`src/rtl/mmul2_pkg.sv`:
```
// Shared types for the mmul2 loop-nest controller: state encoding and index width.
package mmul2_pkg;
    localparam int IDX_W = 32;

    typedef logic [IDX_W-1:0] idx_t;

    typedef enum logic [1:0] {
        IDLE = 2'd0,
        RUN  = 2'd1,
        WB   = 2'd2,
        DONE = 2'd3
    } state_t;
endpackage

```
`src/rtl/mmul2_idx_counter.sv`:
```
// Wrap counter 0..LIMIT-1 with synchronous clear (priority) and enable; last flags LIMIT-1.
// Registered count, combinational last; no backpressure of its own.
module mmul2_idx_counter
    import mmul2_pkg::*;
#(
    parameter idx_t LIMIT = idx_t'(1)
) (
    input  logic clk,
    input  logic rst_n,
    input  logic clr,
    input  logic en,
    output idx_t cnt,
    output logic last
);
    idx_t cnt_q;
    idx_t cnt_d;

    assign last = (cnt_q == (LIMIT - idx_t'(1)));
    assign cnt  = cnt_q;

    always_comb begin
        cnt_d = cnt_q;
        if (clr) begin
            cnt_d = '0;
        end else if (en) begin
            cnt_d = last ? '0 : cnt_q + idx_t'(1);
        end
    end

    always_ff @(posedge clk or negedge rst_n) begin
        if (!rst_n) begin
            cnt_q <= '0;
        end else begin
            cnt_q <= cnt_d;
        end
    end
endmodule

```
`src/rtl/mmul2_sequencer.sv`:
```
// Loop-nest controller for C = A*B: walks i/j/k, drives MAC addresses/control, one WB cycle per element.
// Operands one cycle after start; stall freezes RUN only, WB and DONE are single fixed cycles.
module mmul2_sequencer
    import mmul2_pkg::*;
#(
    parameter int unsigned RA = 0,
    parameter int unsigned CA = 0,
    parameter int unsigned RB = 0,
    parameter int unsigned CB = 0
) (
    input  logic        clk,
    input  logic        rst_n,
    input  logic        start,
    input  logic        stall,
    output logic [31:0] i,
    output logic [31:0] j,
    output logic [31:0] k,
    output logic [31:0] a_addr,
    output logic [31:0] b_addr,
    output logic [31:0] c_addr,
    output logic        valid,
    output logic        acc_clr,
    output logic        c_we,
    output logic        busy,
    output logic        done,
    output logic        err
);
    localparam idx_t CA_I   = idx_t'(CA);
    localparam idx_t CB_I   = idx_t'(CB);
    localparam bit   CFG_OK = (CA == RB) && (RA != 0) && (CA != 0) && (CB != 0);

    localparam logic [63:0] P_AC = 64'(RA) * 64'(CA);
    localparam logic [63:0] P_CB = 64'(CA) * 64'(CB);
    localparam logic [63:0] P_RB = 64'(RA) * 64'(CB);

    if ((P_AC > 64'hFFFF_FFFF) || (P_CB > 64'hFFFF_FFFF) || (P_RB > 64'hFFFF_FFFF)) begin : g_size_chk
        $error("mmul2_sequencer: matrix dimension products exceed 32 bits");
    end

    state_t state_q, state_d;
    idx_t   a_q, a_d, b_q, b_d, c_q, c_d, row_q, row_d;
    logic   valid_q, valid_d, acc_clr_q, acc_clr_d, c_we_q, c_we_d;
    logic   busy_q, busy_d, done_q, done_d, err_q, err_d;

    idx_t   i_cnt, j_cnt, k_cnt;
    logic   i_last, j_last, k_last;
    logic   start_acc, in_run, in_wb;

    assign start_acc = (state_q == IDLE) && start;
    assign in_run    = (state_q == RUN);
    assign in_wb     = (state_q == WB);

    // k stays on CA-1 through WB so the write-back cycle still shows the last operand pair.
    mmul2_idx_counter #(.LIMIT(CA_I)) u_k (
        .clk  (clk),
        .rst_n(rst_n),
        .clr  (start_acc | in_wb),
        .en   (in_run && !stall && !k_last),
        .cnt  (k_cnt),
        .last (k_last)
    );

    mmul2_idx_counter #(.LIMIT(CB_I)) u_j (
        .clk  (clk),
        .rst_n(rst_n),
        .clr  (start_acc | (in_wb && j_last)),
        .en   (in_wb && !j_last),
        .cnt  (j_cnt),
        .last (j_last)
    );

    mmul2_idx_counter #(.LIMIT(idx_t'(RA))) u_i (
        .clk  (clk),
        .rst_n(rst_n),
        .clr  (start_acc),
        .en   (in_wb && j_last && !i_last),
        .cnt  (i_cnt),
        .last (i_last)
    );

    always_comb begin
        state_d   = state_q;
        a_d       = a_q;
        b_d       = b_q;
        c_d       = c_q;
        row_d     = row_q;
        valid_d   = valid_q;
        acc_clr_d = acc_clr_q;
        c_we_d    = 1'b0;
        busy_d    = busy_q;
        done_d    = 1'b0;
        err_d     = err_q;
        case (state_q)
            IDLE: begin
                busy_d = 1'b0;
                if (start) begin
                    busy_d = 1'b1;
                    a_d    = '0;
                    b_d    = '0;
                    c_d    = '0;
                    row_d  = '0;
                    if (CFG_OK) begin
                        state_d   = RUN;
                        valid_d   = 1'b1;
                        acc_clr_d = 1'b1;
                        err_d     = 1'b0;
                    end else begin
                        state_d = DONE;
                        done_d  = 1'b1;
                        err_d   = 1'b1;
                    end
                end
            end
            RUN: begin
                if (!stall) begin
                    acc_clr_d = 1'b0;
                    if (!k_last) begin
                        a_d = a_q + idx_t'(1);
                        b_d = b_q + CB_I;
                    end else begin
                        state_d = WB;
                        valid_d = 1'b0;
                        c_we_d  = 1'b1;
                    end
                end
            end
            WB: begin
                if (!j_last) begin
                    state_d   = RUN;
                    valid_d   = 1'b1;
                    acc_clr_d = 1'b1;
                    a_d       = row_q;
                    b_d       = j_cnt + idx_t'(1);
                    c_d       = c_q + idx_t'(1);
                end else if (!i_last) begin
                    state_d   = RUN;
                    valid_d   = 1'b1;
                    acc_clr_d = 1'b1;
                    row_d     = row_q + CA_I;
                    a_d       = row_q + CA_I;
                    b_d       = '0;
                    c_d       = c_q + idx_t'(1);
                end else begin
                    state_d = DONE;
                    done_d  = 1'b1;
                end
            end
            DONE: begin
                state_d = IDLE;
                busy_d  = 1'b0;
            end
            default: begin
                state_d = IDLE;
            end
        endcase
    end

    always_ff @(posedge clk or negedge rst_n) begin
        if (!rst_n) begin
            state_q   <= IDLE;
            a_q       <= '0;
            b_q       <= '0;
            c_q       <= '0;
            row_q     <= '0;
            valid_q   <= 1'b0;
            acc_clr_q <= 1'b0;
            c_we_q    <= 1'b0;
            busy_q    <= 1'b0;
            done_q    <= 1'b0;
            err_q     <= 1'b0;
        end else begin
            state_q   <= state_d;
            a_q       <= a_d;
            b_q       <= b_d;
            c_q       <= c_d;
            row_q     <= row_d;
            valid_q   <= valid_d;
            acc_clr_q <= acc_clr_d;
            c_we_q    <= c_we_d;
            busy_q    <= busy_d;
            done_q    <= done_d;
            err_q     <= err_d;
        end
    end

    assign i       = i_cnt;
    assign j       = j_cnt;
    assign k       = k_cnt;
    assign a_addr  = a_q;
    assign b_addr  = b_q;
    assign c_addr  = c_q;
    assign valid   = valid_q;
    assign acc_clr = acc_clr_q;
    assign c_we    = c_we_q;
    assign busy    = busy_q;
    assign done    = done_q;
    assign err     = err_q;
endmodule

```
`config.mk`:
```
export PLATFORM = sky130hd
export DESIGN_NAME = mmul2_sequencer
export DESIGN_NICKNAME = d
export VERILOG_FILES = /design/src/rtl/mmul2_pkg.sv /design/src/rtl/mmul2_idx_counter.sv /design/src/rtl/mmul2_sequencer.sv
export SDC_FILE = /design/constraint.sdc
export NUM_CORES = 1
export LEC_CHECK = 0
export CAP_MARGIN = 20
export CORE_ASPECT_RATIO = 0.8
export CORE_UTILIZATION = 48
export CTS_CLUSTER_SIZE = 28
export DETAILED_ROUTE_END_ITERATION = 10
export PLACE_DENSITY = 0.75
export SYNTH_ARGS = -nofsm -noshare
export SYNTH_HDL_FRONTEND = slang
export SYNTH_HIERARCHICAL = 1
export SYNTH_SLANG_ARGS = --single-unit
```
`constraint.sdc`:
```
create_clock -name clk -period 3.4 [get_ports clk]
set_input_delay 0.68 -clock clk [delete_from_list [all_inputs] [get_ports clk]]
set_output_delay 0.68 -clock clk [all_outputs]
set_load 0.005 [all_outputs]
```
### Word level (Yosys, flattened, before mapping)

Index checks and enable logic that the tools add are counted.

| cells by class | value |
|---|---|
| bitwise operators | 2 |
| divide/modulo/power cells | 0 |
| add/subtract/negate cells | 5 |
| shift-type cells | 0 |
| reduce and logical (&&, ||, !) cells | 24 |
| $lt $le $gt $ge | 0 |
| multipliers | 0 |
| multiplexer cells | 41 |
| equal/unequal tests | 11 |

Operators with widths:

| cell | number |
|---|---|
| $mux W32 | 17 |
| $add A32 B1 Y32 const B | 5 |
| $pmux W32 S2 | 2 |
| $eq A32 B32 Y1 const B | 3 |
| $pmux W32 S3 | 1 |
| $reduce_bool A2 Y1 | 6 |
| $mux W1 | 11 |
| $mux W2 | 5 |
| $reduce_and A3 Y1 | 3 |
| $ne A2 B2 Y1 const B | 4 |
| $pmux W1 S2 | 4 |
| $pmux W2 S4 | 1 |
| $logic_and A1 B1 Y1 | 6 |
| $reduce_and A5 Y1 | 1 |
| $eq A2 B2 Y1 const B | 2 |
| $logic_not A1 Y1 | 4 |
| $reduce_and A4 Y1 | 1 |
| $ne A3 B3 Y1 const B | 1 |
| $reduce_bool A3 Y1 | 1 |
| $eq A2 B1 Y1 const B | 1 |
| $logic_not A2 Y1 | 1 |
| $or A1 B1 Y1 | 2 |
| $reduce_and A2 Y1 | 1 |

| word-level totals | value |
|---|---|
| RAM bits | 0 |
| bits in read-only memories | 0 |
| logic and storage cells | 96 |
| bits in registers | 200 |
| latch bits | 0 |
| output and inout bits | 198 |
| memories | 0 |

### Longest topological paths before layout

Gate-level depths: netlist of run 1.

| logic depth | value |
|---|---|
| word-level depth | 5 |
| depth in mapped cells | 12 |
| depth with buffers taken out | 12 |

### Modules after synthesis

Netlist of run 1, hierarchy kept.

Modules (own cells, without submodules):

| module | area an instance (sq um) | cells each | instances |
|---|---|---|---|
| mmul2_sequencer | 5,549.1 | 609 | 1 |
| mmul2_idx_counter at u_i ... | 1,740.4 | 185 | 2 |
| mmul2_idx_counter at u_k | 1,707.9 | 184 | 1 |

### Worst setup path before layout of run 1

No wires, ideal clock.

| timing | value |
|---|---|
| path kind | register to register |
| from | reg u_j.cnt_q[6] (netlist: u_j/cnt[6]) |
| to | reg u_i.cnt_q[21] (netlist: u_i/cnt[21]) |
| slack | 134 ps |
| clock period less this slack | 3,266 ps |
| stages on the path, launching flop included | 13 |
| arrival | 3,148 ps |
| cells stage by stage | dfrtp_1 -> nand4_2 -> or3_1 -> buf_2 -> or4_4 -> inv_2 -> nand2_1 -> nor2_1 -> o2111ai_1 -> nor4_1 -> nand4_1 -> xor2_1 -> nor2_1 |

| on the way | value |
|---|---|
| cells in the longest elaborated chain, start to end | 4 |

RTL lines:

| item | line | RTL |
|---|---|---|
| from (decl) | mmul2_idx_counter.sv:15 | `idx_t cnt_q;` |
| from (signal assigned) | mmul2_idx_counter.sv:34 | `cnt_q <= cnt_d;` |
| $eq A32 B32 Y1 | mmul2_idx_counter.sv:18 | `assign last = (cnt_q == (LIMIT - idx_t'(1)));` |
| net j_last | mmul2_sequencer.sv:46 | `logic i_last, j_last, k_last;` |
| $logic_and A1 B1 Y1 (2 in a row) | mmul2_sequencer.sv:76 | `.en (in_wb && j_last && !i_last),` |
| $reduce_bool A2 Y1 (no line) | - |  |
| to (signal assigned) | mmul2_idx_counter.sv:34 |  |
| to (decl) | mmul2_idx_counter.sv:15 |  |

The timed path passes the listed nets, and every way through them passes these cells.
A chain may end at the register's enable or synchronous reset.

### Worst setup path after layout of run 1

| timing | value |
|---|---|
| from | reg u_i.cnt_q[9] (netlist: u_i/cnt[9]) |
| to | reg a_q[4] (netlist: a_addr[4]) |

| on the way | value |
|---|---|
| cells in the longest elaborated chain, start to end | 3 |

RTL lines:

| item | line | RTL |
|---|---|---|
| $eq A32 B32 Y1 | mmul2_idx_counter.sv:18 |  |
| net i_last | mmul2_sequencer.sv:46 |  |
| $ne A3 B3 Y1 (no line) | - |  |
| $reduce_and A5 Y1 (no line) | - |  |
| to (signal assigned) | mmul2_sequencer.sv:161 | `a_q <= '0;` |
| to (signal assigned) | mmul2_sequencer.sv:173 | `a_q <= a_d;` |
| to (decl) | mmul2_sequencer.sv:41 | `idx_t a_q, a_d, b_q, b_d, c_q, c_d, row_q, row_d;` |

The timed path passes the listed nets, and every way through them passes these cells.

==> results of run 1 <==
-- power groups by stage --
stage                     clock [mW]  sequential [mW]  combinational [mW]
after floorplan                    0             2.61               0.267
after global placement             0             2.64               0.546
after detailed placement           0             2.64               0.560
after CTS                       2.14             2.60               0.563
after global routing            2.24             2.62               0.616
final                           2.10             2.60               0.560
-- per-layer routing --
metal | track usage [%] | share of wire (%)
met1 | 35.7 | 47
met2 | 38.7 | 45
met3 | 4.79 | 6.9
met4 | 5.71 | 1.2
met5 | 0 | 0
-- cells in the final DEF (no fill, tap or decap), types with 46 or more instances in the layout --
cell type	Yosys	layout
xor2_1	46	46
clkdlybuf4s50_1	0	200
nand4_1	52	52
buf_4	0	60
nor2_1	143	142
nor4_1	48	46
o21ai_0	59	59
dfrtp_1	200	200
xnor2_1	94	94
nand3_1	65	65
nand2_1	103	103
-- path summary, 6_finish.rpt --
| check | slack (ns) | from | to |
|---|---|---|---|
| max reg2reg | 0.25 | u_i/cnt[9] | a_addr[4] |
| max in group asynchronous | 2.28 | rst_n | u_k/cnt[31] |
| min reg2reg | 0.47 | err | err |
| max | 0.25 | u_i/cnt[9] | a_addr[4] |
| min in group clk | 0.47 | err | err |
| min | 0.27 | rst_n | a_addr[3] |
-- state kept, by name, indices dropped and copies added, names as in the netlist --
register,flops
a_addr,32
b_addr,32
c_addr,32
u_i/cnt,32
u_j/cnt,32
u_k/cnt,32
state_q,2
acc_clr,1
busy,1
c_we,1
done,1
err,1
valid,1
-- through the flow --
stage / hold slack [ns] / util, % / total power [mW] / cell area [µm²] / instances
global placement: 0.452 / 61.3 / 3.19 / 13300 / 1673
CTS: 0.289 / 64.2 / 5.30 / 13900 / 1705
detailed placement: 0.457 / 61.3 / 3.20 / 13300 / 1673
global route: 0.313 / 64.2 / 5.48 / 14000 / 1705
floorplan: 0.384 / - / 2.88 / 10700 / 1163
finish: 0.271 / 64.2 / 5.26 / 14000 / 1705
-- worst reg2reg max path: stages, from the launching register on --
cell     delay (ns)
dfrtp_1        0.48
nand4_2        0.18
or3_1          0.45
or4_4          0.52
inv_2          0.12
and3_1         0.40
or4_1          0.26
buf_4          0.22
nor3_1         0.07
a21o_1         0.16
a22o_1         0.17
-- area by class of cell --
type	instances	area share, %
repair buffers	262	17.8
multi-input cells	878	38.4
well taps	300	2.69
clock buffers	19	3.24
clock inverters	13	1.14
inverters	33	0.887
flip-flops and latches	200	35.8
-- logic make-up (layout without fill, tap and decap cells) --
kind of cell / count (synthesis) / after routing / share of synthesized area (%)
adders and majority gates: 11 / 11 / 1.28
and+or+nand+nor: 576 / 576 / 28.0
muxes: 6 / 6 / 0.571
buffers and inverters: 85 / 327 / 3.59
DFF: 200 / 200 / 46.6
AOI/OAI and AO/OA: 145 / 145 / 8.48
xor gates and xnor gates: 140 / 140 / 11.4
==> results by group, run 1 <==
Finish
  • Area taken by multi-input logic gates: 5360 µm²
  • Final #Nets: 1,407
  • Register area: 5000 µm²
  • Layout fillers: 1,809
  • Fraction of layout cells with a size suffix above 1: 8.40%
  • Area Overhead vs Synth: 30.1%
  • Diodes inserted: 0

Floorplan
  • Die Y: 136 µm
  • Die Area: 23,000 µm²
  • Initial Utilization: 49.4%
  • Rows: 48
  • Core ar.: 21,700 µm²
  • Top Ports: 202
  • Chip width: 169 µm

Synth
  • Post-synth EDFFs: 0
  • Top cells by count, synth: 200 x dfrtp_1, 143 x nor2_1, 103 x nand2_1
  • Async S/R FF share, synth: 100%
  • Main area contributors after synthesis: dfrtp_1 47%, xnor2_1 7.7%, nor2_1 5.0%
  • Yosys warnings: 6
  • Post-synthesis sequential area ratio: 46.6%
  • Post-synth cell types: 54
  • Syn Area/Cell: 9.23 µm²
  • Syn nets: 1,178
  • Cells after Synth: 1,163
  • Most used DFF post-synth: dfrtp_1
  • Mapped Area: 10,700 µm²
  • Area leader, netlist: dfrtp_1
  • Synth top area share: 46.6%
  • Synth Register Bits: 200
  • Top-count cell post-synth: dfrtp_1

Route
  • DR WL/cell: 16.6 µm
  • Total Wirelength: 28.3 mm
  • First-pass DRT Iterations: 5
  • Initial drt markers: 726
  • Routed Antenna Nets: 0
  • # DRC: 0
  • Via count: 9,719
  • Via/cell ratio: 5.70

Placement
  • Count of input and output buffers: 201
  • DP Wirelength: 19.9 mm
  • RePlAce Congestion: 0.850
  • Place WS: 0.165 ns

Clock network
  • Worst-Skew Late Latency: 0.43 ns
  • Hold_buf cts: 0
  • CTS tree: built
  • Clock-pin slew on the worst setup and hold paths: 0.08 ns
  • Postcts setup bufs: 0
  • Cts repair resizes: 0
  • H-tree depth: 4
  • Sinks on Clock Net: 200
  • Total CTS buffers: 17
  • Max Buffers Root-to-Sink: 2
  • Clock root cell: clkbuf_16

Critical path
  • Crit-path max FO: 16
  • Crit end category: flip-flop
  • Startpoint types: flip-flop
  • Number of buffers and inverters on the critical path: 2
  • Kind of critical path: flip-flop to flip-flop
  • CP Data Required Time: 3.73 ns
  • CP top delay family: simple AND/OR/NAND/NOR gates
  • Slowest-stage cell, CP: or4_4
  • CP max stage delay: 0.52 ns
  • Worst Reg-to-Reg Cells: 10
  • Crit path depth: 10
  • Cell Chain, Critical Path: nand4_2 > or3_1 > or4_4 > inv_2 > and3_1 > or4_1 > buf_4 > nor3_1 > a21o_1 > a22o_1
  • Worst path arrival time: 3.47 ns

Power and ir drop
  • Power Dens Cells: 376 nW/µm²
  • Pint: 3.83 mW
  • Leak pwr: 5.73 nW
  • Switching Fraction: 27.1%
  • Sw Pwr: 1.43 mW
  • Clock group share of total power: 39.9%
  • Comb pwr share: 10.6%
  • Sequential share of power: 49.5%
  • VDD IR max: 220 µV

Timing
  • Clk_skew: 0.0140 ns
  • Setup ws final: 0.255 ns
  • Final Critical Period: 3.15 ns
  • Tcrit/Tclk final: 92.5%
  • RSZ-0062 raised after global routing: no
  • Setup TNS: 0 ns
  • Max-slew violations: 0
  • F_max: 318 MHz
  • Final setup fails: 0
  • Relative slew slack: 57.3%
  • Final Hold Violating Endpoints: 0
  • Slew @ Worst Pin: 0.641 ns

Status
  • Outcome: completed

Global route
  • Largest net degree at the start of global routing: 76
  • GRT Overall Usage: 24.8%
  • Initial antenna violation count: 0
  • Remaining Overflow, GRT: 0
  • Global-route wire length before repair: 46.2 mm
  • Vias in the first global route: 9,061

Hold path
  • Worst Hold Class: primary input to async pin

Job
  • Maxcap violations: 0
No activity file was read; power rests on OpenSTA's default activity.
==> run 2, diff against run 1 <==
- ABC_CLOCK_PERIOD_IN_PS: default -> 3400
- CTS_CLUSTER_SIZE: 28 -> default
==> results of run 2 <==
No change in the layout: final DEF, timing and power equal those of run 1.
